--- config.mk ---
export PLATFORM = sky130hd
export DESIGN_NAME = branch_predictor
export DESIGN_NICKNAME = d
export VERILOG_FILES = /design/src/rtl/bp_pkg.sv /design/src/rtl/bp_sat_counter.sv /design/src/rtl/branch_predictor.sv
export SDC_FILE = /design/constraint.sdc
export NUM_CORES = 2
export LEC_CHECK = 0
export CAP_MARGIN = 20
export CORE_MARGIN = 2
export CORE_UTILIZATION = 40
export CTS_CLUSTER_DIAMETER = 30
export DETAILED_ROUTE_END_ITERATION = 8
export SYNTH_ARGS = -nofsm -noshare
export SYNTH_HDL_FRONTEND = slang
export SYNTH_HIERARCHICAL = 1
export SYNTH_SLANG_ARGS = --single-unit
--- constraint.sdc ---
create_clock -name clk -period 12 [get_ports clk]
set_clock_uncertainty 0.15 [all_clocks]
set_input_delay 1.8 -clock clk [delete_from_list [all_inputs] [get_ports clk]]
set_output_delay 1.8 -clock clk [all_outputs]
set_load 0.02 [all_outputs]
--- src/rtl/bp_pkg.sv ---
// rtl/bp_pkg.sv - shared types and constants for the branch predictor
package bp_pkg;

    // 2-bit BHT counter encodings; bit 1 is the taken/not-taken prediction.
    typedef enum logic [1:0] {
        SNT = 2'b00,
        WNT = 2'b01,
        WT  = 2'b10,
        ST  = 2'b11
    } bht_ctr_t;

    localparam int MODE_BIMODAL = 0;
    localparam int MODE_GSHARE  = 1;

    // Widest tag needed: 2-entry BTB leaves pc[31:3] as the tag.
    localparam int BTB_TAG_MAX_W = 29;

    typedef struct packed {
        logic                     valid;
        logic                     is_jump;
        logic [BTB_TAG_MAX_W-1:0] tag;
        logic [31:0]              target;
    } btb_entry_t;

endpackage

--- src/rtl/bp_sat_counter.sv ---
// rtl/bp_sat_counter.sv - saturating up/down counter next-state function
//
// Ports:
//   value      : current counter value
//   inc        : step up (sticks at all-ones)
//   dec        : step down (sticks at zero); inc and dec together hold
//   value_next : next counter value
module bp_sat_counter #(
    parameter int WIDTH = 2
) (
    input  logic [WIDTH-1:0] value,
    input  logic             inc,
    input  logic             dec,
    output logic [WIDTH-1:0] value_next
);

    always_comb begin
        value_next = value;
        if (inc && !dec) begin
            if (value != {WIDTH{1'b1}}) value_next = value + WIDTH'(1);
        end else if (dec && !inc) begin
            if (value != '0) value_next = value - WIDTH'(1);
        end
    end

endmodule

--- src/rtl/branch_predictor.sv ---
// rtl/branch_predictor.sv - dynamic branch predictor (tagged BTB + bimodal/gshare BHT)
//
// Ports:
//   clk, rst_n                     : clock, asynchronous active-low reset
//   if_pc                          : fetch PC looked up this cycle
//   pred_taken, pred_target        : combinational prediction for if_pc
//   ex_valid, ex_pc                : resolving instruction in EX
//   ex_is_branch, ex_is_jump       : conditional branch / JAL-JALR
//   ex_taken, ex_target            : resolved outcome
//   ex_pred_taken, ex_pred_target  : prediction that travelled with the instruction
//   ex_mispredict, ex_redirect_pc  : redirect request and correct next PC
//   branch_count, mispredict_count : saturating performance counters
module branch_predictor
    import bp_pkg::*;
#(
    parameter int BTB_ENTRIES = 16,
    parameter int BHT_ENTRIES = 64,
    parameter int GHR_W       = 6,
    parameter int MODE        = 1,
    parameter int CNT_W       = 32
) (
    input  logic             clk,
    input  logic             rst_n,
    input  logic [31:0]      if_pc,
    output logic             pred_taken,
    output logic [31:0]      pred_target,
    input  logic             ex_valid,
    input  logic [31:0]      ex_pc,
    input  logic             ex_is_branch,
    input  logic             ex_is_jump,
    input  logic             ex_taken,
    input  logic [31:0]      ex_target,
    input  logic             ex_pred_taken,
    input  logic [31:0]      ex_pred_target,
    output logic             ex_mispredict,
    output logic [31:0]      ex_redirect_pc,
    output logic [CNT_W-1:0] branch_count,
    output logic [CNT_W-1:0] mispredict_count
);

    localparam int BTB_IDX_W = $clog2(BTB_ENTRIES);
    localparam int BHT_IDX_W = $clog2(BHT_ENTRIES);

    // Valid bits carry reset; tag/target storage is plain RAM gated by them.
    logic [BTB_ENTRIES-1:0] btb_valid;
    btb_entry_t             btb_ram [BTB_ENTRIES];
    logic [1:0]             bht [BHT_ENTRIES];
    logic [GHR_W-1:0]       ghr;
    logic [CNT_W-1:0]       branch_cnt_q, branch_cnt_next;
    logic [CNT_W-1:0]       mispredict_cnt_q, mispredict_cnt_next;

    logic [BHT_IDX_W-1:0]     hist_term;
    logic [BTB_IDX_W-1:0]     if_btb_idx, ex_btb_idx;
    logic [BTB_TAG_MAX_W-1:0] if_tag, ex_tag;
    logic [BHT_IDX_W-1:0]     if_bht_idx, ex_bht_idx;
    btb_entry_t               btb_rd;
    logic                     if_hit;
    logic [31:0]              correct_pc;
    logic [1:0]               bht_next;
    logic                     bht_upd, btb_install, btb_kill, ctrl_resolved;

    // Bimodal ignores history; gshare folds the zero-extended GHR into the index.
    assign hist_term  = (MODE == MODE_GSHARE) ? BHT_IDX_W'(ghr) : '0;

    assign if_btb_idx = if_pc[BTB_IDX_W+1:2];
    assign if_tag     = BTB_TAG_MAX_W'(if_pc[31:BTB_IDX_W+2]);
    assign if_bht_idx = if_pc[BHT_IDX_W+1:2] ^ hist_term;
    assign ex_btb_idx = ex_pc[BTB_IDX_W+1:2];
    assign ex_tag     = BTB_TAG_MAX_W'(ex_pc[31:BTB_IDX_W+2]);
    assign ex_bht_idx = ex_pc[BHT_IDX_W+1:2] ^ hist_term;

    // Lookup reads registered state only, so a same-cycle update is not bypassed.
    always_comb begin
        btb_rd       = btb_ram[if_btb_idx];
        btb_rd.valid = btb_valid[if_btb_idx];
    end

    assign if_hit      = btb_rd.valid && (btb_rd.tag == if_tag);
    assign pred_taken  = if_hit && (btb_rd.is_jump || bht[if_bht_idx][1]);
    assign pred_target = pred_taken ? btb_rd.target : if_pc + 32'd4;

    assign correct_pc     = ex_taken ? ex_target : ex_pc + 32'd4;
    assign ex_mispredict  = ex_valid && (ex_pred_taken ? (ex_pred_target != correct_pc) : ex_taken);
    assign ex_redirect_pc = correct_pc;

    assign bht_upd       = ex_valid && ex_is_branch;
    assign btb_install   = ex_valid && ((ex_is_branch && ex_taken) || ex_is_jump);
    // A non-control instruction predicted taken means the BTB entry aliased onto it.
    assign btb_kill      = ex_valid && !ex_is_branch && !ex_is_jump && ex_pred_taken;
    assign ctrl_resolved = ex_valid && (ex_is_branch || ex_is_jump);

    bp_sat_counter #(.WIDTH(2)) u_bht_sat (
        .value      (bht[ex_bht_idx]),
        .inc        (ex_taken),
        .dec        (!ex_taken),
        .value_next (bht_next)
    );

    bp_sat_counter #(.WIDTH(CNT_W)) u_branch_cnt (
        .value      (branch_cnt_q),
        .inc        (ctrl_resolved),
        .dec        (1'b0),
        .value_next (branch_cnt_next)
    );

    bp_sat_counter #(.WIDTH(CNT_W)) u_mispredict_cnt (
        .value      (mispredict_cnt_q),
        .inc        (ex_mispredict),
        .dec        (1'b0),
        .value_next (mispredict_cnt_next)
    );

    always_ff @(posedge clk or negedge rst_n) begin
        if (!rst_n) begin
            btb_valid <= '0;
            for (int i = 0; i < BHT_ENTRIES; i++) bht[i] <= WNT;
            ghr              <= '0;
            branch_cnt_q     <= '0;
            mispredict_cnt_q <= '0;
        end else begin
            if (bht_upd) begin
                bht[ex_bht_idx] <= bht_next;
                // History is trained only with resolved outcomes, never at fetch.
                if (MODE == MODE_GSHARE) ghr <= GHR_W'({ghr, ex_taken});
            end
            if (btb_install)   btb_valid[ex_btb_idx] <= 1'b1;
            else if (btb_kill) btb_valid[ex_btb_idx] <= 1'b0;
            branch_cnt_q     <= branch_cnt_next;
            mispredict_cnt_q <= mispredict_cnt_next;
        end
    end

    always_ff @(posedge clk) begin
        if (rst_n && btb_install) begin
            btb_ram[ex_btb_idx] <= '{valid: 1'b1, is_jump: ex_is_jump, tag: ex_tag, target: ex_target};
        end
    end

    assign branch_count     = branch_cnt_q;
    assign mispredict_count = mispredict_cnt_q;

endmodule

Yosys cells after proc, flatten, opt, wreduce, memory -nomap -nowiden
Memories as Yosys holds them, arrays and structs flattened.
Cells that the tools add are included.
W data, S select, Z words.
{"block": "word_totals", "register_bits": 214, "mem_bits_rw": 944, "n_memories": 1}
{"name": "btb_ram", "depth": 16, "word_bits": 59, "rd": 1, "rd_clocked_by_memory_dff": 0, "wr": 1, "line_no": "branch_predictor.sv:46", "text": "btb_entry_t btb_ram [BTB_ENTRIES];"}
{"block": "op_classes", "add_sub_neg": 6, "magnitude_cmp": 6, "eq_ne": 5, "n_mux": 23, "n_bitwise": 7, "n_reduce_logical": 22}
{"operator": "$bwmux W128", "count": 1}
{"operator": "$add A32 B1 Y32 const B", "count": 2}
{"operator": "$add A32 B3 Y32 const B", "count": 2}
{"operator": "$mux W32", "count": 2}
{"operator": "$ne A32 B32 Y1 const B", "count": 2}
{"operator": "$mux W16", "count": 2}
{"operator": "$ne A32 B32 Y1", "count": 1}
{"operator": "$eq A29 B26 Y1", "count": 1}
{"operator": "$bmux W2 S6", "count": 2}
{"operator": "$and A16 B16 Y16", "count": 1}
{"operator": "$mux W2", "count": 8}
{"operator": "$not A16 Y16", "count": 1}
{"operator": "$or A16 B16 Y16", "count": 1}
{"operator": "$ge A7 B7 Y1 const B", "count": 2}
{"operator": "$not A6 Y7", "count": 2}
{"operator": "$logic_and A1 B1 Y1", "count": 13}
{"operator": "$demux W2 S6", "count": 1}
{"operator": "$xor A6 B6 Y6", "count": 2}
{"operator": "$lt A4 B5 Y1 const B", "count": 2}
{"operator": "$lt A7 B1 Y1 const B", "count": 1}
{"operator": "$mux W1", "count": 5}
{"operator": "$bmux W1 S4", "count": 1}
{"operator": "$demux W1 S4", "count": 1}
{"operator": "$ge A4 B1 Y1 const B", "count": 1}
{"operator": "7 further kinds", "count": 12}

Depth between registers and ports, before layout
{"block": "logic_depth", "word_depth": 9, "depth_mapped": 18, "ltp_nobuf": 15}

Modules after synthesis
The synthesis kept the hierarchy.
{"module": "branch_predictor", "instances": 1, "cells_each": 2686, "area_each_um2": 48984.5, "seq_area_each_um2": 33782.4}
{"module": "bp_sat_counter (u_mispredict_cnt)", "instances": 1, "cells_each": 213, "area_each_um2": 1373.8, "seq_area_each_um2": 0.0}
{"module": "bp_sat_counter (u_branch_cnt)", "instances": 1, "cells_each": 208, "area_each_um2": 1326.3, "seq_area_each_um2": 0.0}
{"module": "bp_sat_counter (u_bht_sat)", "instances": 1, "cells_each": 10, "area_each_um2": 66.3, "seq_area_each_um2": 0.0}

Worst setup path after synthesis
Ideal clock, no wire load.
{"block": "synth_path", "path_kind": "in2out", "from": "input port if_pc[2]", "to": "output port pred_target[10]", "arrival_time_ps": 4800, "setup_slack_ps": 5250, "path_stages": 10, "n_path_buf": 7, "cell_sequence": "buf_6 > buf_4 > buf_4 > buf_4 > buf_2 > buf_2 > clkbuf_1 > mux4_2 > mux4_2 > mux2_4"}
{"block": "synth_between", "elab_chain_len": 8}
{"item": "start: declaration", "line_no": "branch_predictor.sv:24", "text": "input logic [31:0] if_pc,"}
{"item": "$xor A6 B6 Y6", "line_no": "branch_predictor.sv:67", "text": "assign if_bht_idx = if_pc[BHT_IDX_W+1:2] ^ hist_term;"}
{"item": "$not A6 Y7 (not written as such)", "line_no": "branch_predictor.sv:79", "text": "assign pred_taken = if_hit && (btb_rd.is_jump || bht[if_bht_idx][1]);"}
{"item": "$bmux W2 S6", "line_no": "branch_predictor.sv:79"}
{"item": "$mux W2 (not written as such) (2 in series)", "line_no": "branch_predictor.sv:79"}
{"item": "$logic_or A1 B1 Y1", "line_no": "branch_predictor.sv:79"}
{"item": "$logic_and A1 B1 Y1", "line_no": "branch_predictor.sv:79"}
{"item": "$mux W32 (*)", "line_no": "branch_predictor.sv:80", "text": "assign pred_target = pred_taken ? btb_rd.target : if_pc + 32'd4;"}
{"item": "end: declaration", "line_no": "branch_predictor.sv:26", "text": "output logic [31:0] pred_target,"}
Every way passes the cells marked *; elsewhere a longest branch is shown, timed or not. The select of a mux whose other input is x is not followed.

Worst setup path in the final report
{"block": "layout_path", "from": "input port ex_pc[4]", "to": "output port ex_mispredict"}
{"block": "layout_between", "elab_chain_len": 5}
{"item": "start: declaration", "line_no": "branch_predictor.sv:28", "text": "input logic [31:0] ex_pc,"}
{"item": "$add A32 B3 Y32", "line_no": "branch_predictor.sv:82", "text": "assign correct_pc = ex_taken ? ex_target : ex_pc + 32'd4;"}
{"item": "$mux W32", "line_no": "branch_predictor.sv:82"}
{"item": "$ne A32 B32 Y1", "line_no": "branch_predictor.sv:83", "text": "assign ex_mispredict = ex_valid && (ex_pred_taken ? (ex_pred_target != correct_pc) : ex_taken);"}
{"item": "$mux W1", "line_no": "branch_predictor.sv:83"}
{"item": "$logic_and A1 B1 Y1", "line_no": "branch_predictor.sv:83"}
{"item": "end: declaration", "line_no": "branch_predictor.sv:35", "text": "output logic ex_mispredict,"}
No other way between the ends.

==> reports/qor.csv <==
metric;value;unit
r2r_cells;14;
dpl.cell_count;5038;
final-hold-violation-count;0;
seq_area;33800;µm²
synth_ff_type;edfxtp_1;
p_seq_share;35.6;%
p_clk_share;51.5;%
maxCapViolCount;0;
total_power;14.0;mW
worst_pin_slew;1160;ps
dr_wl_met3;14.9;mm
area_delta_synth_final;26.9;%
cts-root-buf;clkbuf_16;
cellLeakagePower;22.9;nW
place.gp.congestion;0.928;
status;finished clean;
vias_per_cell;5.79;
synth-seq-cells;1158;
fin_crit_sh;75.3;%
drc;0;
power_density;213;nW/µm²
fp.dieH;364;µm
r2r_setup_slack;7390;ps
gr-total-overflow;0;
syn-cell-area;51800;µm²
io_buffers;264;
cp-start-kind;primary input;
path_cells;clkdlybuf4s50_1 > and4_1 > nand4_1 > nor3_1 > nand3_1 > or4_1 > nand4_1 > nor4_1 > a21oi_1 > clkdlybuf4s50_1;
period_needed;9040;ps
hold_ws;349;ps
yosysUniqueCellTypes;98;
p_int;10.4;mW
die-area;132000;µm²
grt_pass1_wl;224;mm
rows;131;
crit_arrival;7090;ps
postCtsHoldBufs;0;
initial_core_util;40.4;%
p_sw;3.54;mW
postLayoutCoreUtil;51.3;%
fmax;111;MHz
critPathSlowestCell;nor3_1;
clk_latency;850;ps
pre_cts_ws;2930;ps
final_nets;3739;
grt_usage;23.4;%
ios;265;
crit_path_max_fanout;15;
first_iter_violations;3969;
wl_met1;64.1;mm
post_cts_resized;0;
yosysSeqAreaShare;65.3;%
worstPathRequired;10050;ps
synth_edf_count;944;
drive_above_1_share;29.4;%
route.vias.total;31900;
finalInstanceArea;65700;µm²
cts_max_level;5;
holdCritPathClass;register to register;
syn_avg_cell_area;16.6;µm²
syn_inst;3117;
die_w;364;µm
grt_max_degree;101;
fin_tns_setup;0;ps
slew_violations;0;
synth_async_sr_flop_share;18.5;%
path_class;primary input to output port;
dpl.hpwl;95.1;mm
holdPathStages;1;
p_sw_share;25.4;%
wl_per_cell;28.1;µm
top_layer_used;met5;
path_delay_family;simple AND/OR/NAND/NOR gates;
reg2reg_to;bht[54];
fin_ws;2960;ps
rsz0062_at_grt;no;
cts_tree;yes;
clock_path_buffers;4;
peakVddDrop;0.145;mV
grt_pass1_vias;32100;
cts_setup_buffers;0;
max_slew_margin;22.5;%
cts_made_buffers;280;
final_cells;5515;
wl;155;mm
drt-pass1-iter-count;5;
ys_warn_count;6;
r2r-start;ghr[1];
multi_input_comb_area;17200;µm²
antenna_found_initial;10;
worstSetupEndpointType;output port;
cp_num_buf_inv;2;
clock_sinks;1158;
combPwrFrac;12.9;%
n_fill_cell;10400;
max_stage_delay;880;ps
dpl_cell_area;56700;µm²
clk_pin_slew;40;ps
wl_met2;72.0;mm
setup_viol;0;
core_area;128000;µm²
antenna_left;0;
synthesized netlist by cell type, types with 14 or more instances:
cell | count | share of area (%)
nand3_1 | 67 | 0.65
nand4_1 | 33 | 0.40
nor2_1 | 103 | 0.75
a21oi_1 | 54 | 0.52
nor4_1 | 24 | 0.29
clkbuf_1 | 89 | 0.65
a22o_1 | 14 | 0.24
and3_1 | 29 | 0.35
mux2i_1 | 76 | 1.5
nand2b_1 | 17 | 0.21
o22ai_1 | 19 | 0.23
mux2_2 | 155 | 3.4
a31oi_1 | 19 | 0.23
inv_1 | 39 | 0.28
nand2_1 | 217 | 1.6
nor3_1 | 66 | 0.64
mux4_2 | 296 | 13
xnor2_1 | 126 | 2.1
xor2_1 | 61 | 1.0
dfrtp_1 | 150 | 7.3
buf_1 | 18 | 0.13
and2_1 | 15 | 0.18
and4_1 | 15 | 0.25
a22oi_1 | 17 | 0.25
buf_2 | 37 | 0.36
edfxtp_1 | 944 | 55
dfstp_2 | 64 | 3.2
or3_1 | 20 | 0.24
o21ai_0 | 80 | 0.77
mux2_4 | 29 | 0.84
power groups by stage:
stage               Sequential [mW]  Combinational (mW)  Clock [mW]
floorplan                      5.00                1.06           0
CTS                            4.97                1.80        7.27
global route                   5.01                1.93        7.49
detailed placement             5.03                1.79           0
global placement               5.03                1.78           0
finish                         4.97                1.81        7.19
final cells by class:
cell class / count / area share (%)
tap: 1729 / 3.29
antenna: 3 / 0.0114
sequential: 1158 / 51.4
clock inverter: 140 / 2.32
clock buffer: 332 / 11.3
timing repair buffer: 352 / 5.08
inverter: 42 / 0.244
multi-input combinational: 1759 / 26.3
metal layers:
layer	GRT usage (%)	up-vias
met5	0	-
met4	7.44	8
met3	6.01	281
met2	36.0	1599
met1	32.6	16600
li1	-	13500
sequential cells by signal, indices dropped and copies added (netlist names), named ones only:
name	flops
bht	128
branch_count	32
btb_ram	944
mispredict_count	32
ghr	6
how the worst max path moves through the flow:
stage	start	to	depth (start not counted)
finish	ex_pc[4]	ex_mispredict	10
global route	ex_pc[4]	ex_mispredict	10
CTS	ex_pc[4]	ex_mispredict	10
detailed placement	ex_pc[4]	ex_mispredict	10
global placement	ex_pc[4]	ex_mispredict	10
floorplan	if_pc[2]	pred_target[10]	10
cell usage in the layout (no fill, tap or decap), types with 28 or more instances in the layout:
| cell | synthesis | routed |
|---|---|---|
| bufinv_16 | 0 | 28 |
| xnor2_1 | 126 | 123 |
| clkbuf_1 | 89 | 34 |
| buf_4 | 12 | 85 |
| nand3_1 | 67 | 67 |
| dfrtp_1 | 150 | 150 |
| edfxtp_1 | 944 | 944 |
| nand2_1 | 217 | 217 |
| o21ai_0 | 80 | 80 |
| clkdlybuf4s50_1 | 0 | 258 |
| mux2_4 | 29 | 29 |
| clkbuf_16 | 0 | 286 |
| dfstp_2 | 64 | 64 |
| inv_1 | 39 | 39 |
| mux4_2 | 296 | 296 |
| nand4_1 | 33 | 33 |
| nor2_1 | 103 | 94 |
| mux2i_1 | 76 | 76 |
| clkinv_2 | 0 | 44 |
| mux2_2 | 155 | 155 |
| xor2_1 | 61 | 59 |
| nor3_1 | 66 | 62 |
| a21oi_1 | 54 | 54 |
cell families (layout without fill, tap and decap cells):
kind of cell	count (synthesis)	after routing	share of synthesized area, %
AND/OR/NAND/NOR	677	677	6.67
other	1	11	0.00725
adder cells (fa/ha/maj)	11	11	0.266
XOR/XNOR	189	189	3.24
buffers and inverters	207	866	1.80
multiplexers	556	556	18.6
AO/OA/AOI/OAI	318	318	4.17
flip-flops	1158	1158	65.3
Power figures use the tool's default switching activity.
